## src/rtl/gmii_tx_framer_pkg.sv

```systemverilog
// gmii_tx_framer_pkg: GMII framing bytes, CRC-32 constants and framer state encodings.
package gmii_tx_framer_pkg;
  localparam logic [7:0] PREAMBLE_BYTE = 8'h55;
  localparam logic [7:0] SFD_BYTE = 8'hD5;
  localparam logic [31:0] CRC_INIT = 32'hFFFF_FFFF;
  localparam logic [31:0] CRC_POLY = 32'h04C1_1DB7;
  localparam logic [31:0] CRC_POLY_REF = 32'hEDB8_8320;
  localparam logic [31:0] CRC_RESIDUE = 32'hC704_DD7B;
  localparam logic [2:0] ST_IDLE = 3'd0;
  localparam logic [2:0] ST_LEN = 3'd1;
  localparam logic [2:0] ST_PRE = 3'd2;
  localparam logic [2:0] ST_SFD = 3'd3;
  localparam logic [2:0] ST_DATA = 3'd4;
  localparam logic [2:0] ST_PAD = 3'd5;
  localparam logic [2:0] ST_FCS = 3'd6;
  localparam logic [2:0] ST_IFG = 3'd7;
endpackage

```

## src/rtl/gmii_tx_framer_crc32_d8.sv

```systemverilog
// crc32_d8: one-byte step of the reflected IEEE 802.3 CRC-32, shared with the receive checker.
module crc32_d8
  import gmii_tx_framer_pkg::*;
(
  input  logic [31:0] crc,
  input  logic [7:0]  d,
  output logic [31:0] crc_next
);
  always_comb begin
    crc_next = crc;
    for (int i = 0; i < 8; i++)
      crc_next = (crc_next >> 1) ^ ((crc_next[0] ^ d[i]) ? CRC_POLY_REF : 32'h0);
  end
endmodule

```

## src/rtl/gmii_tx_framer.sv

```systemverilog
// gmii_tx_framer: drains length/data FIFOs and emits GMII frames with preamble, pad, FCS and IFG.
module gmii_tx_framer
  import gmii_tx_framer_pkg::*;
#(
  parameter int PREAMBLE_LEN = 7,
  parameter int MIN_FRAME = 60,
  parameter int IFG_BYTES = 12,
  parameter int LEN_W = 12
) (
  input  logic        clk,
  input  logic        rstn,
  output logic        ptr_fifo_rd,
  input  logic [15:0] ptr_fifo_dout,
  input  logic        ptr_fifo_empty,
  output logic        data_fifo_rd,
  input  logic [7:0]  data_fifo_dout,
  output logic [7:0]  gmii_txd,
  output logic        gmii_tx_en,
  output logic        gmii_tx_er,
  output logic        tx_busy,
  output logic        frame_sent,
  output logic        len_err
);
  localparam logic [LEN_W-1:0] MIN_L = LEN_W'(MIN_FRAME);
  logic [2:0] state;
  logic [LEN_W-1:0] n_q, cnt;
  logic [31:0] crc_q, crc_n;
  logic armed, last_data, pad_needed;
  logic [15-LEN_W:0] len_unused;
  assign len_unused = ptr_fifo_dout[15:LEN_W];
  assign last_data = cnt == n_q - 1'b1;
  assign pad_needed = n_q < MIN_L;
  // armed keeps the length strobe quiet on the first cycle after reset release
  assign ptr_fifo_rd = armed && state == ST_IDLE && !ptr_fifo_empty;
  assign data_fifo_rd = state == ST_SFD || (state == ST_DATA && !last_data);
  assign len_err = state == ST_LEN && ptr_fifo_dout[LEN_W-1:0] == '0;
  assign tx_busy = ptr_fifo_rd || state != ST_IDLE;
  assign gmii_tx_er = 1'b0;
  crc32_d8 u_crc (
    .crc(crc_q),
    .d(state == ST_DATA ? data_fifo_dout : 8'h00),
    .crc_next(crc_n)
  );
  // the output register lags the state by one cycle, so LEN already loads the first preamble byte
  always_ff @(posedge clk or negedge rstn) begin
    if (!rstn) begin
      state <= ST_IDLE;
      n_q <= '0;
      cnt <= '0;
      crc_q <= CRC_INIT;
      armed <= 1'b0;
      gmii_txd <= 8'h00;
      gmii_tx_en <= 1'b0;
      frame_sent <= 1'b0;
    end else begin
      armed <= 1'b1;
      frame_sent <= state == ST_FCS && cnt[1:0] == 2'd3;
      case (state)
        ST_IDLE: begin
          gmii_txd <= 8'h00;
          gmii_tx_en <= 1'b0;
          state <= ptr_fifo_rd ? ST_LEN : ST_IDLE;
        end
        ST_LEN: begin
          n_q <= ptr_fifo_dout[LEN_W-1:0];
          cnt <= '0;
          gmii_txd <= len_err ? 8'h00 : PREAMBLE_BYTE;
          gmii_tx_en <= !len_err;
          state <= len_err ? ST_IFG : (PREAMBLE_LEN > 1 ? ST_PRE : ST_SFD);
        end
        ST_PRE: begin
          gmii_txd <= PREAMBLE_BYTE;
          cnt <= cnt == LEN_W'(PREAMBLE_LEN - 2) ? '0 : cnt + 1'b1;
          state <= cnt == LEN_W'(PREAMBLE_LEN - 2) ? ST_SFD : ST_PRE;
        end
        ST_SFD: begin
          gmii_txd <= SFD_BYTE;
          cnt <= '0;
          state <= ST_DATA;
        end
        ST_DATA: begin
          gmii_txd <= data_fifo_dout;
          crc_q <= crc_n;
          cnt <= (last_data && !pad_needed) ? '0 : cnt + 1'b1;
          state <= !last_data ? ST_DATA : (pad_needed ? ST_PAD : ST_FCS);
        end
        ST_PAD: begin
          gmii_txd <= 8'h00;
          crc_q <= crc_n;
          cnt <= cnt == MIN_L - 1'b1 ? '0 : cnt + 1'b1;
          state <= cnt == MIN_L - 1'b1 ? ST_FCS : ST_PAD;
        end
        ST_FCS: begin
          gmii_txd <= ~crc_q[{cnt[1:0], 3'b000} +: 8];
          cnt <= cnt[1:0] == 2'd3 ? '0 : cnt + 1'b1;
          state <= cnt[1:0] == 2'd3 ? ST_IFG : ST_FCS;
        end
        default: begin
          gmii_txd <= 8'h00;
          gmii_tx_en <= 1'b0;
          crc_q <= CRC_INIT;
          cnt <= cnt == LEN_W'(IFG_BYTES - 1) ? '0 : cnt + 1'b1;
          state <= cnt == LEN_W'(IFG_BYTES - 1) ? ST_IDLE : ST_IFG;
        end
      endcase
    end
  end
endmodule

```

## config.mk

```make
export PLATFORM = sky130hd
export DESIGN_NAME = gmii_tx_framer
export DESIGN_NICKNAME = d
export VERILOG_FILES = /design/src/rtl/gmii_tx_framer_pkg.sv /design/src/rtl/gmii_tx_framer_crc32_d8.sv /design/src/rtl/gmii_tx_framer.sv
export SDC_FILE = /design/constraint.sdc
export NUM_CORES = 1
export LEC_CHECK = 0
export BUFFER_PORTS_ARGS = -buffer_cell sky130_fd_sc_hd__clkbuf_2
export CAP_MARGIN = 0
export CORE_MARGIN = 5
export CORE_UTILIZATION = 25
export CTS_BUF_LIST = sky130_fd_sc_hd__clkbuf_8
export CTS_CLUSTER_SIZE = 24
export DETAILED_ROUTE_END_ITERATION = 8
export RECOVER_POWER = 100
export SETUP_SLACK_MARGIN = 0.3
export SLEW_MARGIN = 20
export SYNTH_ARGS = -nofsm -noshare
export SYNTH_HDL_FRONTEND = slang
export SYNTH_SLANG_ARGS = --single-unit
```

## constraint.sdc

```tcl
create_clock -name clk -period 2.2 [get_ports clk]
set_input_delay 0.11 -clock clk [delete_from_list [all_inputs] [get_ports clk]]
set_output_delay 0.11 -clock clk [all_outputs]
set_load 0.03 [all_outputs]
```

### Yosys cells after proc, flatten, opt, wreduce, memory -nomap -nowiden

Index checks and enable logic that the tools add are counted.

* flip-flop bits (word level): 70

* multiplexer cells: 28
* equal/unequal tests: 11
* add/subtract/negate cells: 2
* bitwise operators: 17
* reductions and logical operators: 19
* $lt $le $gt $ge: 1
* shift-type cells: 1

Operators by type and width (count)
* 32-bit 2-to-1 mux: 8
* 31-bit by 32-bit XOR with 32-bit output: 8
* 12-bit one-hot mux with 6 select lines: 1
* 32-bit one-hot mux with 2 select lines: 1
* 12-bit 2-to-1 mux: 5
* 8-bit one-hot mux with 5 select lines: 1
* 32-bit by 6-bit variable part select with 8-bit output: 1
* 3-bit one-hot mux with 7 select lines: 1
* 12-bit by 1-bit adder with 12-bit output (second input constant): 1
* 12-bit equality test: 1
* 12-bit by 3-bit equality test with 1-bit output (second input constant): 1
* 12-bit by 4-bit equality test with 1-bit output (second input constant): 1
* 12-bit by 6-bit equality test with 1-bit output (second input constant): 1
* 12-bit zero test: 1
* 12-bit by 6-bit less-than comparator with 1-bit output (second input constant): 1
* 12-bit by 1-bit subtractor with 12-bit output (second input constant): 1
* 5-bit OR reduction: 2
* 3-bit equality test (second input constant): 3
* 8-bit 2-to-1 mux: 1
* 8-bit inverter: 1
* 1-bit XOR: 8
* 7-bit 2-to-1 mux: 1
* 3-bit by 2-bit equality test with 1-bit output (second input constant): 2
* 1-bit logical AND: 6
* 11 further kinds: 21

### Depth between registers and ports, before layout

Gate-level depths: netlist of the first run.

* depth in word-level cells: 27
* gate-level depth with buffers: 12

### Modules after synthesis

From an unflattened synthesis of the first run, not the netlist that was laid out.

* cells, all modules: 447
* area, all modules: 4548.1 µm²

By module, submodules not included
* gmii_tx_framer: times used 1, cells each 375, area an instance 3857.4 µm²
* crc32_d8: times used 1, cells each 72, area an instance 690.7 µm²

### Least setup slack after synthesis of the first run

Ideal clock, no wire load.

* path type: flip-flop to flip-flop
* from: register n_q[0]
* to: register cnt[7]
* slack: -165 ps
* cell stages (with the launch flop): 13
* arrival: 2247 ps
* cell sequence: dfrtp_1 inv_1 ha_1 nor2b_1 clkbuf_1 or3_1 a31oi_1 nand4bb_1 o21ai_1 and2_1 buf_2 o21ai_1 a21o_1

* cells in the longest elaborated chain, start to end: 5
* elaborated cells between the ends (all ways): 7

Ends and longest elaborated chain
* start, declared: RTL line gmii_tx_framer.sv:26 `logic [LEN_W-1:0] n_q, cnt;`
* start signal, assigned: RTL line gmii_tx_framer.sv:65 `n_q <= ptr_fifo_dout[LEN_W-1:0];`
* 12-bit by 1-bit subtractor with 12-bit output or 12-bit by 6-bit less-than comparator with 1-bit output (tied branches): RTL line gmii_tx_framer.sv:31, gmii_tx_framer.sv:32
* 12-bit equality test or 1-bit zero test (tied branches): RTL line gmii_tx_framer.sv:31, gmii_tx_framer.sv:84
* 1-bit logical AND (*): RTL line gmii_tx_framer.sv:84 `cnt <= (last_data && !pad_needed) ? '0 : cnt + 1'b1;`
* 12-bit 2-to-1 mux (*): RTL line gmii_tx_framer.sv:84
* 12-bit one-hot mux with 6 select lines (*): RTL line gmii_tx_framer.sv:58 `case (state)`
* end signal, assigned: RTL line gmii_tx_framer.sv:73 `cnt <= cnt == LEN_W'(PREAMBLE_LEN - 2) ? '0 : cnt + 1'b1;`
* end signal, assigned: RTL line gmii_tx_framer.sv:84
* end signal, assigned: RTL line gmii_tx_framer.sv:90 `cnt <= cnt == MIN_L - 1'b1 ? '0 : cnt + 1'b1;`
* end, declared: RTL line gmii_tx_framer.sv:26

Every way passes the cells marked *; elsewhere a longest branch is shown, timed or not.
A chain may end at the register's enable or synchronous reset.

### Worst setup path in the final report of the first run

* from: register n_q[4]
* to: output port data_fifo_rd

* cells in the longest elaborated chain, start to end: 5

Ends and longest elaborated chain
* 12-bit by 1-bit subtractor with 12-bit output: RTL line gmii_tx_framer.sv:31 `assign last_data = cnt == n_q - 1'b1;`
* 12-bit equality test: RTL line gmii_tx_framer.sv:31
* 1-bit zero test
* 1-bit logical AND: RTL line gmii_tx_framer.sv:35 `assign data_fifo_rd = state == ST_SFD || (state == ST_DATA && !last_data);`
* 1-bit logical OR: RTL line gmii_tx_framer.sv:35
* end, declared: RTL line gmii_tx_framer.sv:15 `output logic data_fifo_rd,`

No other way between the ends.

==> key figures, run 1 <==
Global routing
  • Vias in the first global route: 4,190
  • GR Util All Layers: 13.0%
  • Initial antenna violation count: 0
  • First-pass GRT wire length: 22,400 µm
  • Total congestion overflow: 0
  • Largest net degree at the start of global routing: 51

Die
  • Die ar.: 21,300 µm²
  • Cell row count: 49
  • Core Region: 18,100 µm²
  • I/O pin cnt: 42
  • Die X: 146 µm
  • Die Height: 146 µm
  • Initial Utilization: 25.6%

Timing
  • Final critical-path required period: 2.33 ns
  • Hold Vio Cnt, Final: 0
  • Slew Limit Fails: 0
  • PnR worst setup slack: -0.129 ns
  • Unrepaired setup endpoints after global routing: yes
  • Max-Slew Margin vs Limit: 24.0%
  • Worst-margin pin slew: 1.14 ns
  • F_max: 429 MHz
  • Final setup violation count: 25
  • Period utilisation layout: 106%
  • Clock Skews: 0.0102 ns

Logic synthesis
  • Top FF cell, synth: dfrtp_1
  • Sequential share of the synthesized area: 38.7%
  • Dominant cell type by area after synthesis: dfrtp_1
  • Mean post-synth cell area: 9.56 µm²
  • Mapped cell area: 4630 µm²
  • Synth area leaders: dfrtp_1, dfstp_2, xnor2_1, xor2_1, a21oi_1
  • Top cell type's share of synthesized area: 20.6%
  • Synthesized instance count: 484
  • Warnings from Yosys: 0
  • Synthesized Nets: 515
  • Register bit count reported by yosys: 70
  • Synth cell types: 63
  • Number of synthesized flops with an enable pin: 0
  • Asr flop ratio synth: 100%

Worst setup path
  • Critical Path RT: 2.09 ns
  • Worst Setup End Kind: output port
  • Startpoint Class: flip-flop
  • Reg2Reg Launch Point: state[0]$_DFF_PN0_
  • RR Endpoint: crc_q[20]$_DFFE_PN1N_
  • Max FO, Critical Path: 3
  • Worst Reg-to-Reg Cells: 10
  • Setup CP Type: reg -> out
  • Worst Path Arrival: 2.22 ns
  • Reg2reg setup slack: -0.09 ns

Clocking
  • Clock transition at the registers of the reported paths: 0.08 ns
  • CTS sink count: 70
  • Htree depth: 3
  • Max clock buf depth: 2
  • CTS buffer count: 9
  • CTS tree: yes
  • CTS Root Cell: clkbuf_8
  • Clock latency at the later pin of the worst-skew pair: 0.38 ns

Place
  • Placed Cells: 793
  • Buffers on Ports: 36
  • Gp weighted congestion: 0.818
  • Post-DP HPWL: 9520 µm

Hold path
  • Worst hold start: data_fifo_dout[7]
  • Worst hold-check path type: in -> reg
  • Hold path depth: 2
  • Hold EP: gmii_txd[7]$_DFF_PN0_

Finish
  • Commonest non-fill, non-tap cell in the layout: buf_4
  • Antenna Cells: 0
  • Share of post-route cells with drive strength above 1: 47.4%
  • Nets: 655
  • Final std cells w/o fill: 858
  • Most frequent cells in the layout: buf_4, nor2_1, dfrtp_1
  • Area grow syn2layout: 55.1%

Route
  • Routed len/inst: 16.6 µm
  • Routed vias: 4,122
  • Starting DRC count in detailed routing: 251
  • Antenna viol nets, final: 0
  • Residual DRC count: 0
  • Final wirelength: 14,200 µm
  • Drt pass-1 iters: 4
  • DR vias/cell: 4.80

Outcome
  • Failing checks: setup timing
  • Status: finished with violations

Run
  • Max cap viols: 0
-- what timing repair did --
action / CTS / global route
hold buffers: 13 / 0
endpoints found under the setup margin: 45 / 50
endpoints found under the hold margin: 19 / 0
buffers inserted: 25 / 11
resized for setup: 88 / 62
pin swaps: 59 / 58
-- layout make-up --
type                            count  area, µm²
Multi-Input combinational cell    375       3490
Clock buffer                        9        124
Inverter                           11       45.0
Clock inverter                      7       97.6
Tap cell                          229        287
Timing Repair Buffer              157       1340
Fill cell                        1719      10900
Sequential cell                    70       1790
-- critical path, cell delays in order, from the launching register on --
cell and delay, ns:
dfrtp_1 0.43, or4_1 0.53, a211o_1 0.25, o22ai_2 0.14
o2bb2ai_2 0.10, o21ai_2 0.15, o21ai_2 0.09, clkbuf_8 0.16
-- how the worst max path moves through the flow --
stage | slack, ns | depth (start not counted) | end | start
global placement | -0.19 | 10 | cnt[2]$_DFFE_PN0N_ | n_q[1]$_DFFE_PN0P_
finish | -0.13 | 7 | data_fifo_rd | n_q[4]$_DFFE_PN0P_
floorplan | 0.01 | 12 | cnt[7]$_DFFE_PN0N_ | n_q[0]$_DFFE_PN0P_
CTS | -0.16 | 7 | data_fifo_rd | n_q[4]$_DFFE_PN0P_
detailed placement | -0.31 | 10 | cnt[8]$_DFFE_PN0N_ | n_q[1]$_DFFE_PN0P_
global route | -0.27 | 9 | data_fifo_rd | n_q[0]$_DFFE_PN0P_
-- cells by family (layout without fill, tap and decap cells) --
logic type / count (synthesis) / in the layout / share of synthesized area [%]
simple gates: 160 / 160 / 17.4
compound gates: 97 / 97 / 12.4
xor+xnor: 93 / 93 / 20.4
flops: 70 / 70 / 38.7
buf+inv: 39 / 184 / 3.41
mux: 19 / 19 / 6.52
fa+ha+maj: 4 / 4 / 1.08
other cells: 2 / 2 / 0.162
-- flip-flops by register name, indices dropped and copies added, names as in the netlist --
signal	count
armed	1
cnt	12
crc_q	32
frame_sent	1
gmii_tx_en	1
gmii_txd	8
n_q	12
state	3
-- through the flow --
step | util (%) | hold WS [ns] | setup WS, ns | cell area, µm² | TNS (ns)
after floorplan | - | -0.186 | 0.00992 | 4880 | 0
after global placement | 32.1 | 0.112 | -0.186 | 5810 | -2.24
after detailed placement | 32.1 | 0.118 | -0.313 | 5810 | -3.63
after CTS | 37.8 | 0.00551 | -0.158 | 6850 | -0.739
after global routing | 39.7 | 0.0176 | -0.273 | 7170 | -10.77
final | 39.7 | 0.0148 | -0.129 | 7170 | -1.34
-- synthesized netlist by cell type, types with 3 or more instances --
master / n
o22ai_1: 3
mux2_2: 9
dfstp_2: 32
nand3_1: 14
ha_1: 4
o32ai_1: 4
xor2_2: 4
and3_1: 8
xnor2_2: 3
nand2b_1: 5
nor4_1: 7
clkbuf_1: 20
dfrtp_1: 38
nor2_1: 49
o21ai_0: 23
mux4_2: 8
a21oi_1: 40
xnor2_4: 3
inv_1: 10
o21ai_1: 3
nor2b_1: 4
buf_2: 3
nand2_1: 41
xor2_1: 36
nand4_1: 4
nor3_1: 8
a211oi_1: 4
xnor2_1: 46
a31oi_1: 6
buf_1: 3
-- layer usage --
metal	part of all wire (%)	track usage (%)	vias to the layer above
met5	0	0	-
met3	3.4	3.41	19
met1	41	16.9	2066
met2	53	21.8	82
li1	-	-	1955
met4	1.9	3.10	0
Power of run 1 is not shown: default switching activity piles up to over one toggle a cycle in this logic, so the estimate is an artifact.
==> run 2: changes to the inputs <==
--- a/config.mk
+++ b/config.mk
@@ -12,7 +12,8 @@
 export CTS_BUF_LIST = sky130_fd_sc_hd__clkbuf_8
 export CTS_CLUSTER_SIZE = 24
 export DETAILED_ROUTE_END_ITERATION = 8
-export RECOVER_POWER = 100
+export GPL_TIMING_DRIVEN = 0
+export RECOVER_POWER = 50
 export SETUP_SLACK_MARGIN = 0.3
 export SLEW_MARGIN = 20
 export SYNTH_ARGS = -nofsm -noshare
==> key figures, run 2 (synthesis gave the netlist of run 1 again) <==
Finish
  • Area grow syn2layout: 50.0%
  • Share of post-route cells with drive strength above 1: 44.5%
  • Largest reg by FF count: crc_q
  • Final Cell Area: 6940 µm²
  • Most frequent cells in the layout: nor2_1, clkbuf_2, dfrtp_1
  • Commonest non-fill, non-tap cell in the layout: nor2_1
  • Largest register FFs: 32
  • Layout Utilization: 38.4%
  • Biggest regs: crc_q (32), cnt (12), n_q (12)
  • Antenna Cells: 0
  • Nets: 633

Worst setup path
  • Setup CP Type: reg -> out
  • Startpoint Class: flip-flop
  • Worst Setup End Kind: output port
  • Worst Path Arrival: 2.42 ns
  • Max FO, Critical Path: 8
  • Critical Path RT: 2.09 ns

Timing
  • Hold Vio Cnt, Final: 0
  • Period utilisation layout: 115%
  • Slew Limit Fails: 0
  • Final setup violation count: 24
  • F_max: 395 MHz
  • PnR worst setup slack: -0.332 ns
  • Worst-margin pin slew: 1.43 ns
  • Hold slack: 0.0154 ns
  • Unrepaired setup endpoints after global routing: yes
  • Final critical-path required period: 2.53 ns
  • Max-Slew Margin vs Limit: 4.87%
  • Clock Skews: 0.0114 ns

Route
  • Antenna viol nets, final: 0
  • Residual DRC count: 0
  • Drt pass-1 iters: 7
  • Starting DRC count in detailed routing: 348
  • DR vias/cell: 4.92
  • Final wirelength: 14,800 µm
  • Routed len/inst: 17.7 µm
  • Routed vias: 4,113

Global routing
  • First-pass GRT wire length: 22,400 µm
  • Grt met1 use: 16.5%
  • Initial antenna violation count: 0
  • Total congestion overflow: 0
  • GRT Max-Usage Layer: met2
  • Vias in the first global route: 4,065
  • Met2 GRT Util: 23.1%
  • Largest net degree at the start of global routing: 46
  • GR Util met3: 2.73%
  • GR Util All Layers: 13.1%

Outcome
  • Status: finished with violations
  • Failing checks: setup timing

Place
  • Post-DP HPWL: 9390 µm
  • Buffers on Ports: 36
  • DP Area: 5380 µm²
  • Gp weighted congestion: 0.822

Die
  • Initial Utilization: 25.6%
  • I/O pin cnt: 42
  • Die X: 146 µm
  • Cell row count: 49
  • Die ar.: 21,300 µm²
  • Die Height: 146 µm
  • Core Region: 18,100 µm²

Run
  • Max cap viols: 0

Clocking
  • Htree depth: 3
  • Max clock buf depth: 2
  • CTS Root Cell: clkbuf_8
  • Clock transition at the registers of the reported paths: 0.07 ns
  • CTS tree: yes
  • CTS buffer count: 9
  • Clock latency at the later pin of the worst-skew pair: 0.36 ns
  • CTS sink count: 70

Hold path
  • Worst hold-check path type: in -> reg
[run 2: what timing repair did]
item	4_1_cts	5_1_grt
setup buffers	41	17
setup endpoints to repair	66	61
pin swaps	58	28
hold endpoints to repair	35	0
hold buffers	12	0
resized for setup	89	63
[run 2: metal layers]
metal	vias to the layer above	wire length [µm]
li1	1908	-
met1	2078	6170
met2	100	7800
met3	27	562
met4	0	260
met5	-	0
[run 2: path summary, 6_finish.rpt]
path	start	endpoint	slack, ns	cells past startpoint
max	n_q[4]$_DFFE_PN0P_	data_fifo_rd	-0.33	9
min	ptr_fifo_dout[4]	n_q[4]$_DFFE_PN0P_	0.02	2
max reg2reg	cnt[7]$_DFFE_PN0N_	cnt[7]$_DFFE_PN0N_	-0.30	9
min reg2reg	gmii_tx_en$_DFFE_PN0N_	gmii_tx_en$_DFFE_PN0N_	0.51	2
max in group asynchronous	rstn	cnt[0]$_DFFE_PN0N_	0.23	3
min in group asynchronous	rstn	gmii_txd[0]$_DFF_PN0_	0.61	2
[run 2: cell type report]
class	count	area, µm²
Fill cell	1734	11100
Tap cell	229	287
Clock buffer	13	179
Inverter	11	41.3
Sequential cell	70	1790
Clock inverter	3	41.3
Multi-Input combinational cell	375	3450
Buffer	28	193
Timing Repair Buffer	107	950
[run 2: metrics by stage]
step | std cells | setup WS (ns) | setup TNS [ns]
2_1_floorplan | 484 | 0.00992 | 0
3_3_place_gp | 749 | -0.381 | -7.36
3_5_place_dp | 750 | -0.409 | -7.80
4_1_cts | 819 | -0.303 | -3.06
5_1_grt | 836 | -0.438 | -11.78
6_report | 836 | -0.332 | -4.06
[run 2: worst max-delay path, stage by stage, from the launching register on]
cell	delay, ns
dfrtp_1	0.37
clkbuf_8	0.16
nor4_4	0.39
buf_4	0.18
nand4_1	0.11
o22ai_2	0.23
o2bb2ai_2	0.12
o21ai_2	0.21
o21ai_2	0.12
clkbuf_8	0.19
Power of run 2 is left out for the same reason.
